$ cat src/rtl/mem_responder_pkg.sv
// Shared types and helpers for the memory responder and its round-robin arbiter.
package mem_responder_pkg;

  typedef enum logic [1:0] {
    StIdle,
    StAccess,
    StRespond,
    StDone
  } state_e;

  // Bits needed to index n items; never less than one.
  function automatic int unsigned idx_bits(input int unsigned n);
    return (n > 1) ? $clog2(n) : 1;
  endfunction

endpackage

$ cat src/rtl/rr_arbiter.sv
// Combinational round-robin picker: first requesting slot at or after ptr_i, wrapping.
module rr_arbiter import mem_responder_pkg::*; #(
  parameter int unsigned N = 8,
  localparam int unsigned IdxW = idx_bits(N)
) (
  input  logic [N-1:0]    req_i,
  input  logic [IdxW-1:0] ptr_i,
  input  logic            en_i,
  output logic [N-1:0]    gnt_o,
  output logic [IdxW-1:0] idx_o
);

  int unsigned    s;
  logic [IdxW-1:0] si;
  logic           found;

  always_comb begin
    gnt_o = '0;
    idx_o = '0;
    found = 1'b0;
    s     = 0;
    si    = '0;
    for (int unsigned k = 0; k < N; k++) begin
      s  = (32'(ptr_i) + k) % N;
      si = IdxW'(s);
      if (en_i && !found && req_i[si]) begin
        found     = 1'b1;
        gnt_o[si] = 1'b1;
        idx_o     = si;
      end
    end
  end

endmodule

$ cat src/rtl/mem_responder.sv
// Single-port memory serving per-channel read/write valid/ready ports one request at a time,
// round-robin across slots (2i = read i, 2i+1 = write i) with a fixed access latency.
module mem_responder import mem_responder_pkg::*; #(
  parameter int unsigned ADDR_BITS     = 8,
  parameter int unsigned DATA_BITS     = 8,
  parameter int unsigned NUM_CONSUMERS = 4,
  parameter int unsigned LATENCY       = 2,
  parameter bit          WRITABLE      = 1'b1
) (
  input  logic                                    clk,
  input  logic                                    reset,
  input  logic [NUM_CONSUMERS-1:0]                consumer_read_valid,
  input  logic [NUM_CONSUMERS-1:0][ADDR_BITS-1:0] consumer_read_address,
  output logic [NUM_CONSUMERS-1:0]                consumer_read_ready,
  output logic [NUM_CONSUMERS-1:0][DATA_BITS-1:0] consumer_read_data,
  input  logic [NUM_CONSUMERS-1:0]                consumer_write_valid,
  input  logic [NUM_CONSUMERS-1:0][ADDR_BITS-1:0] consumer_write_address,
  input  logic [NUM_CONSUMERS-1:0][DATA_BITS-1:0] consumer_write_data,
  output logic [NUM_CONSUMERS-1:0]                consumer_write_ready,
  input  logic                                    init_write_en,
  input  logic [ADDR_BITS-1:0]                    init_address,
  input  logic [DATA_BITS-1:0]                    init_data,
  output logic                                    busy
);

  localparam int unsigned NumSlots = 2 * NUM_CONSUMERS;
  localparam int unsigned SlotW    = idx_bits(NumSlots);
  localparam int unsigned ChW      = idx_bits(NUM_CONSUMERS);
  localparam int unsigned CntW     = idx_bits(LATENCY);
  localparam int unsigned Depth    = 1 << ADDR_BITS;

  state_e                                  state_q, state_d;
  logic [SlotW-1:0]                        ptr_q, ptr_d;
  logic [SlotW-1:0]                        slot_q, slot_d;
  logic [ADDR_BITS-1:0]                    addr_q, addr_d;
  logic [DATA_BITS-1:0]                    wdata_q, wdata_d;
  logic [CntW-1:0]                         cnt_q, cnt_d;
  logic [NUM_CONSUMERS-1:0]                rd_rdy_q, rd_rdy_d;
  logic [NUM_CONSUMERS-1:0]                wr_rdy_q, wr_rdy_d;
  logic [NUM_CONSUMERS-1:0][DATA_BITS-1:0] rd_data_q, rd_data_d;
  logic [DATA_BITS-1:0]                    mem_q [Depth];

  logic [NumSlots-1:0] req;
  logic [NumSlots-1:0] arb_gnt;
  logic [SlotW-1:0]    arb_idx;
  logic                arb_vld;
  logic [ChW-1:0]      arb_ch;
  logic [ChW-1:0]      cur_ch;
  logic                cur_valid;
  logic                mem_we;

  for (genvar i = 0; i < NUM_CONSUMERS; i++) begin : g_req
    assign req[2*i]   = consumer_read_valid[i];
    assign req[2*i+1] = consumer_write_valid[i] & WRITABLE;
  end

  rr_arbiter #(
    .N (NumSlots)
  ) u_arb (
    .req_i (req),
    .ptr_i (ptr_q),
    .en_i  (state_q == StIdle),
    .gnt_o (arb_gnt),
    .idx_o (arb_idx)
  );

  assign arb_vld   = |arb_gnt;
  assign arb_ch    = ChW'(arb_idx >> 1);
  assign cur_ch    = ChW'(slot_q >> 1);
  assign cur_valid = slot_q[0] ? consumer_write_valid[cur_ch] : consumer_read_valid[cur_ch];

  always_comb begin
    state_d   = state_q;
    ptr_d     = ptr_q;
    slot_d    = slot_q;
    addr_d    = addr_q;
    wdata_d   = wdata_q;
    cnt_d     = cnt_q;
    rd_rdy_d  = rd_rdy_q;
    wr_rdy_d  = wr_rdy_q;
    rd_data_d = rd_data_q;
    mem_we    = 1'b0;
    unique case (state_q)
      StIdle: begin
        if (arb_vld) begin
          slot_d  = arb_idx;
          addr_d  = arb_idx[0] ? consumer_write_address[arb_ch] : consumer_read_address[arb_ch];
          wdata_d = consumer_write_data[arb_ch];
          cnt_d   = CntW'(LATENCY - 1);
          ptr_d   = (arb_idx == SlotW'(NumSlots - 1)) ? '0 : arb_idx + 1'b1;
          state_d = StAccess;
        end
      end
      StAccess: begin
        if (cnt_q == '0) begin
          if (slot_q[0]) begin
            mem_we           = 1'b1;
            wr_rdy_d[cur_ch] = 1'b1;
          end else begin
            rd_data_d[cur_ch] = mem_q[addr_q];
            rd_rdy_d[cur_ch]  = 1'b1;
          end
          state_d = StRespond;
        end else begin
          cnt_d = cnt_q - 1'b1;
        end
      end
      StRespond: begin
        // Valid already low on entry still gives one full ready cycle.
        if (!cur_valid) begin
          rd_rdy_d = '0;
          wr_rdy_d = '0;
          state_d  = StDone;
        end
      end
      StDone:  state_d = StIdle;
      default: state_d = StIdle;
    endcase
  end

  always_ff @(posedge clk or posedge reset) begin
    if (reset) begin
      state_q   <= StIdle;
      ptr_q     <= '0;
      slot_q    <= '0;
      addr_q    <= '0;
      wdata_q   <= '0;
      cnt_q     <= '0;
      rd_rdy_q  <= '0;
      wr_rdy_q  <= '0;
      rd_data_q <= '0;
    end else begin
      state_q   <= state_d;
      ptr_q     <= ptr_d;
      slot_q    <= slot_d;
      addr_q    <= addr_d;
      wdata_q   <= wdata_d;
      cnt_q     <= cnt_d;
      rd_rdy_q  <= rd_rdy_d;
      wr_rdy_q  <= wr_rdy_d;
      rd_data_q <= rd_data_d;
    end
  end

  // Array contents survive reset; preload only lands while idle.
  always_ff @(posedge clk) begin
    if (mem_we) begin
      mem_q[addr_q] <= wdata_q;
    end else if (init_write_en && state_q == StIdle) begin
      mem_q[init_address] <= init_data;
    end
  end

  assign consumer_read_ready  = rd_rdy_q;
  assign consumer_write_ready = wr_rdy_q;
  assign consumer_read_data   = rd_data_q;
  assign busy                 = (state_q != StIdle);

endmodule
$ cat config.mk
export PLATFORM = sky130hd
export DESIGN_NAME = mem_responder
export DESIGN_NICKNAME = d
export VERILOG_FILES = /design/src/rtl/mem_responder_pkg.sv /design/src/rtl/rr_arbiter.sv /design/src/rtl/mem_responder.sv
export SDC_FILE = /design/constraint.sdc
export NUM_CORES = 2
export LEC_CHECK = 0
export CAP_MARGIN = 5
export CORE_MARGIN = 5
export CORE_UTILIZATION = 55
export DETAILED_ROUTE_END_ITERATION = 10
export PLACE_DENSITY = 0.75
export SLEW_MARGIN = 0
export SYNTH_ARGS = -nofsm -noshare
export SYNTH_HDL_FRONTEND = slang
export SYNTH_HIERARCHICAL = 1
export SYNTH_SLANG_ARGS = --single-unit
$ cat constraint.sdc
create_clock -name clk -period 5.7 [get_ports clk]
set_input_delay 0.57 -clock clk [delete_from_list [all_inputs] [get_ports clk]]
set_output_delay 0.57 -clock clk [all_outputs]
set_load 0.01 [all_outputs]
==> results.py <==
metrics = {
    "status": {
        "outcome": "finished, final reports clean",
    },
    "critical_path": {
        "cpMostUsedCell": "nand2_1",
        "cpMaxStageDelayCell": "ha_1",
        "timing.rr.end": "slot_q[2]",
        "cp_slowest_stage_delay_ns": 0.70,
        "r2r-start": "ptr_q[0]",
        "end_kind": "register",
        "path_cells": "inv_2 -> ha_1 -> mux4_1 -> nor2_1 -> o32a_2 -> o2111ai_2 -> o22ai_1 -> a221oi_2 -> mux2i_1 -> nor4_1 -> nand2_1 -> nand2_1 -> buf_12 -> mux2_2",
        "critPathTopFamily": "compound AO/OA/AOI/OAI gates",
        "critical_path_buf_inv_count": 2,
        "startpoint": "ptr_q[0]",
        "worstPathRequired_ns": 6.41,
        "r2r_cells": 14,
        "crit_fanout": 20,
        "r2r_slack_ns": 0.94,
        "crit_type": "reg2reg",
        "crit_arrival_ns": 5.47,
        "start_kind": "register",
    },
    "cts": {
        "cts_sinks": 2113,
        "clock_path_buffers": 3,
        "cts_root_buf": "clkbuf_16",
        "ctsResizeCount": 0,
        "cts_hold_buffers": 0,
        "clk_latency_ns": 0.83,
        "cts_made_buffers": 194,
        "post_cts_buffers": 0,
        "clk_pin_slew_worst_paths_ns": 0.07,
        "h-tree-depth": 4,
        "cts_tree": "done",
    },
    "floorplanning": {
        "core-area_um2": 152000,
        "start_util": 0.554,
        "die_h_um": 402,
        "rows": 143,
        "num_io_pins": 164,
        "dieWidth_um": 402,
        "die_area_um2": 161000,
    },
    "finish": {
        "final_nets": 4535,
        "final_area_um2": 94600,
        "drive_gt1_frac": 0.222,
        "syn2layout_area_growth_pct": 12.0,
        "final_common_cell": "edfxtp_1",
        "utilization": 0.621,
        "final_cell_mix": "2048 x edfxtp_1, 502 x mux4_2, 304 x nor2_1, 201 x clkbuf_16, 173 x mux2i_1",
    },
    "drt": {
        "drt_first_pass_iters": 7,
        "drc": 0,
        "via_per_inst": 6.74,
        "drt_wl_total_mm": 219,
        "drt-initial-drc-count": 6418,
        "vias": 44400,
        "ant_nets": 0,
        "wire_per_inst_um": 33.2,
    },
    "logic_synthesis": {
        "synth_compound_area_frac": 0.0356,
        "synthAdderAreaFrac": 0.00163,
        "synth_area_per_cell_um2": 20.3,
        "synth_top_family_by_area": "multiplexers",
        "synthArstFlopShare": 0.0308,
        "synthMuxAreaShare": 0.164,
        "yosys.area.top_type": "edfxtp_1",
        "synth_ff_type": "edfxtp_1",
        "synth_top_area_share": 0.728,
        "synth-xor-area-share": 0.000415,
        "synth-edff-count": 2048,
        "synthTopCellsByArea": "edfxtp_1 73%, mux4_2 13%, mux2i_1 2.1%",
        "yosysSeqAreaShare": 0.748,
        "synth.cell_area_um2": 84400,
        "synth_fp_nets": 4299,
        "yosysWarnings": 6,
        "postSynthCellCount": 4165,
        "synthSimpleGateAreaFrac": 0.0319,
        "ys_seq_elements": 2113,
        "synth_cell_types": 84,
    },
    "power_and_ir_drop": {
        "powerDensity_nw_per_um2": 532,
        "p_leak_nw": 29.4,
        "max-vdd-ir-drop_uv": 867,
    },
    "grt": {
        "first_global_vias": 43900,
        "use_met3": 0.0716,
        "use_met2": 0.416,
        "globalRouteMet1Util": 0.372,
        "grt-ovfl-total": 0,
        "grt_max_degree": 151,
        "grt.busiest_layer": "met2",
        "grtUsageTotal": 0.270,
        "grt_pass1_wl_mm": 316,
        "antenna_found_initial": 6,
    },
    "timing": {
        "finalCritPeriodShare": 0.835,
        "min_period_ns": 4.76,
        "slew_headroom": 0.0433,
        "grt_setup_unrepaired": "no",
        "skew_ns": 0.0237,
        "tightest_slew_ns": 1.44,
        "max_freq_mhz": 210,
        "drv_slew": 0,
        "setup_violations": 0,
        "setup_tns_ns": 0,
        "hold_viol": 0,
    },
    "placed_design": {
        "dpl-instance-area_um2": 88500,
        "place.gp.congestion": 0.899,
        "hpwlAfterDp_mm": 137,
        "port_buffers": 163,
    },
    "job": {
        "maxCapViolations": 0,
    },
    "hold_path": {
        "hp-class": "in2async",
    },
}
## registers in the layout (all words and copies together), names as in the netlist, 3 cells and up
name,count
mem_q,2048
consumer_read_data,32
addr_q,8
wdata_q,8
consumer_read_ready,4
consumer_write_ready,4
ptr_q,3
slot_q,3
## Yosys cell counts (4+ instances only)
library cell and number:
a21oi_1 60, nor3_1 31, nor2_1 307, nand3b_1 8, a311oi_1 4, buf_2 59
a31oi_1 14, dfrtp_1 65, a22o_1 13, mux4_1 8, o211ai_1 9, mux2_2 53
nor2b_1 23, mux2i_1 173, nand2_1 121, nor4_1 13, ha_1 11, o31ai_1 27
nand2b_1 19, o22ai_1 72, clkbuf_1 109, or2_2 20, edfxtp_1 2048, o221ai_1 7
buf_6 31, buf_4 21, a221oi_1 19, or3_1 17, inv_1 20, nor3b_1 5
and3_1 4, buf_1 11, nand3_1 17, buf_8 14, mux4_2 502, a22oi_1 93
o21ai_0 48, a211oi_1 16, a2111oi_0 5
## cell type report
type / count / area (um2)
clock buffer: 244 / 5190
antenna: 2 / 5.00
timing repair buffer: 287 / 2890
inverter: 23 / 86.3
fill: 10000 / 57700
multi-input combinational: 1782 / 19800
clock inverter: 109 / 883
sequential: 2113 / 63100
tap: 2030 / 2540
## worst min-delay path: stages
cell and delay [ns]:
clkdlybuf4s50_1 0.41, inv_2 0.05, buf_4 0.62
## power by group
group / switching [W] / total (W) / internal, W / leakage, nW
logic: 0.0112 / 0.0171 / 0.00593 / 7.18
registers: 0.000495 / 0.0207 / 0.0202 / 19.3
clock network: 0.00559 / 0.0125 / 0.00695 / 2.97
## how the worst max path moves through the flow
stage	to	slack, ns	depth (start not counted)
2_1_floorplan	mem_q[0][0]	0.04	9
3_3_place_gp	slot_q[2]	0.86	13
3_5_place_dp	slot_q[2]	0.84	13
4_1_cts	slot_q[2]	1.04	14
5_1_grt	wdata_q[4]	0.66	14
6_report	slot_q[2]	0.94	14
## cells by family (layout without fill, tap and decap cells)
logic type / count (synthesis) / in the layout
other: 0 / 2
muxes: 737 / 737
adders and majority gates: 11 / 11
buffers and inverters: 270 / 663
xor gates and xnor gates: 4 / 4
and+or+nand+nor: 603 / 603
DFF: 2113 / 2113
AOI/OAI and AO/OA: 427 / 427
## through the flow
step / setup slack [ns] / hold slack [ns] / cells / power [W]
3_3_place_gp: 0.856 / 0.463 / 6235 / 0.0375
3_5_place_dp: 0.840 / 0.479 / 6235 / 0.0378
4_1_cts: 1.04 / 0.296 / 6588 / 0.0502
2_1_floorplan: 0.0440 / 0.479 / 4165 / 0.0320
6_report: 0.942 / 0.289 / 6590 / 0.0503
5_1_grt: 0.662 / 0.367 / 6588 / 0.0518
## per-layer routing
metal  share of wire  up-vias  wire length (um)
li1                -    17800                 -
met1            0.36    23000             79100
met2            0.47     3144            103000
met3            0.12      524             26400
met4           0.048        4             10600
met5         0.00014        -                31
Note: power is estimated with default switching activity, not from simulation.
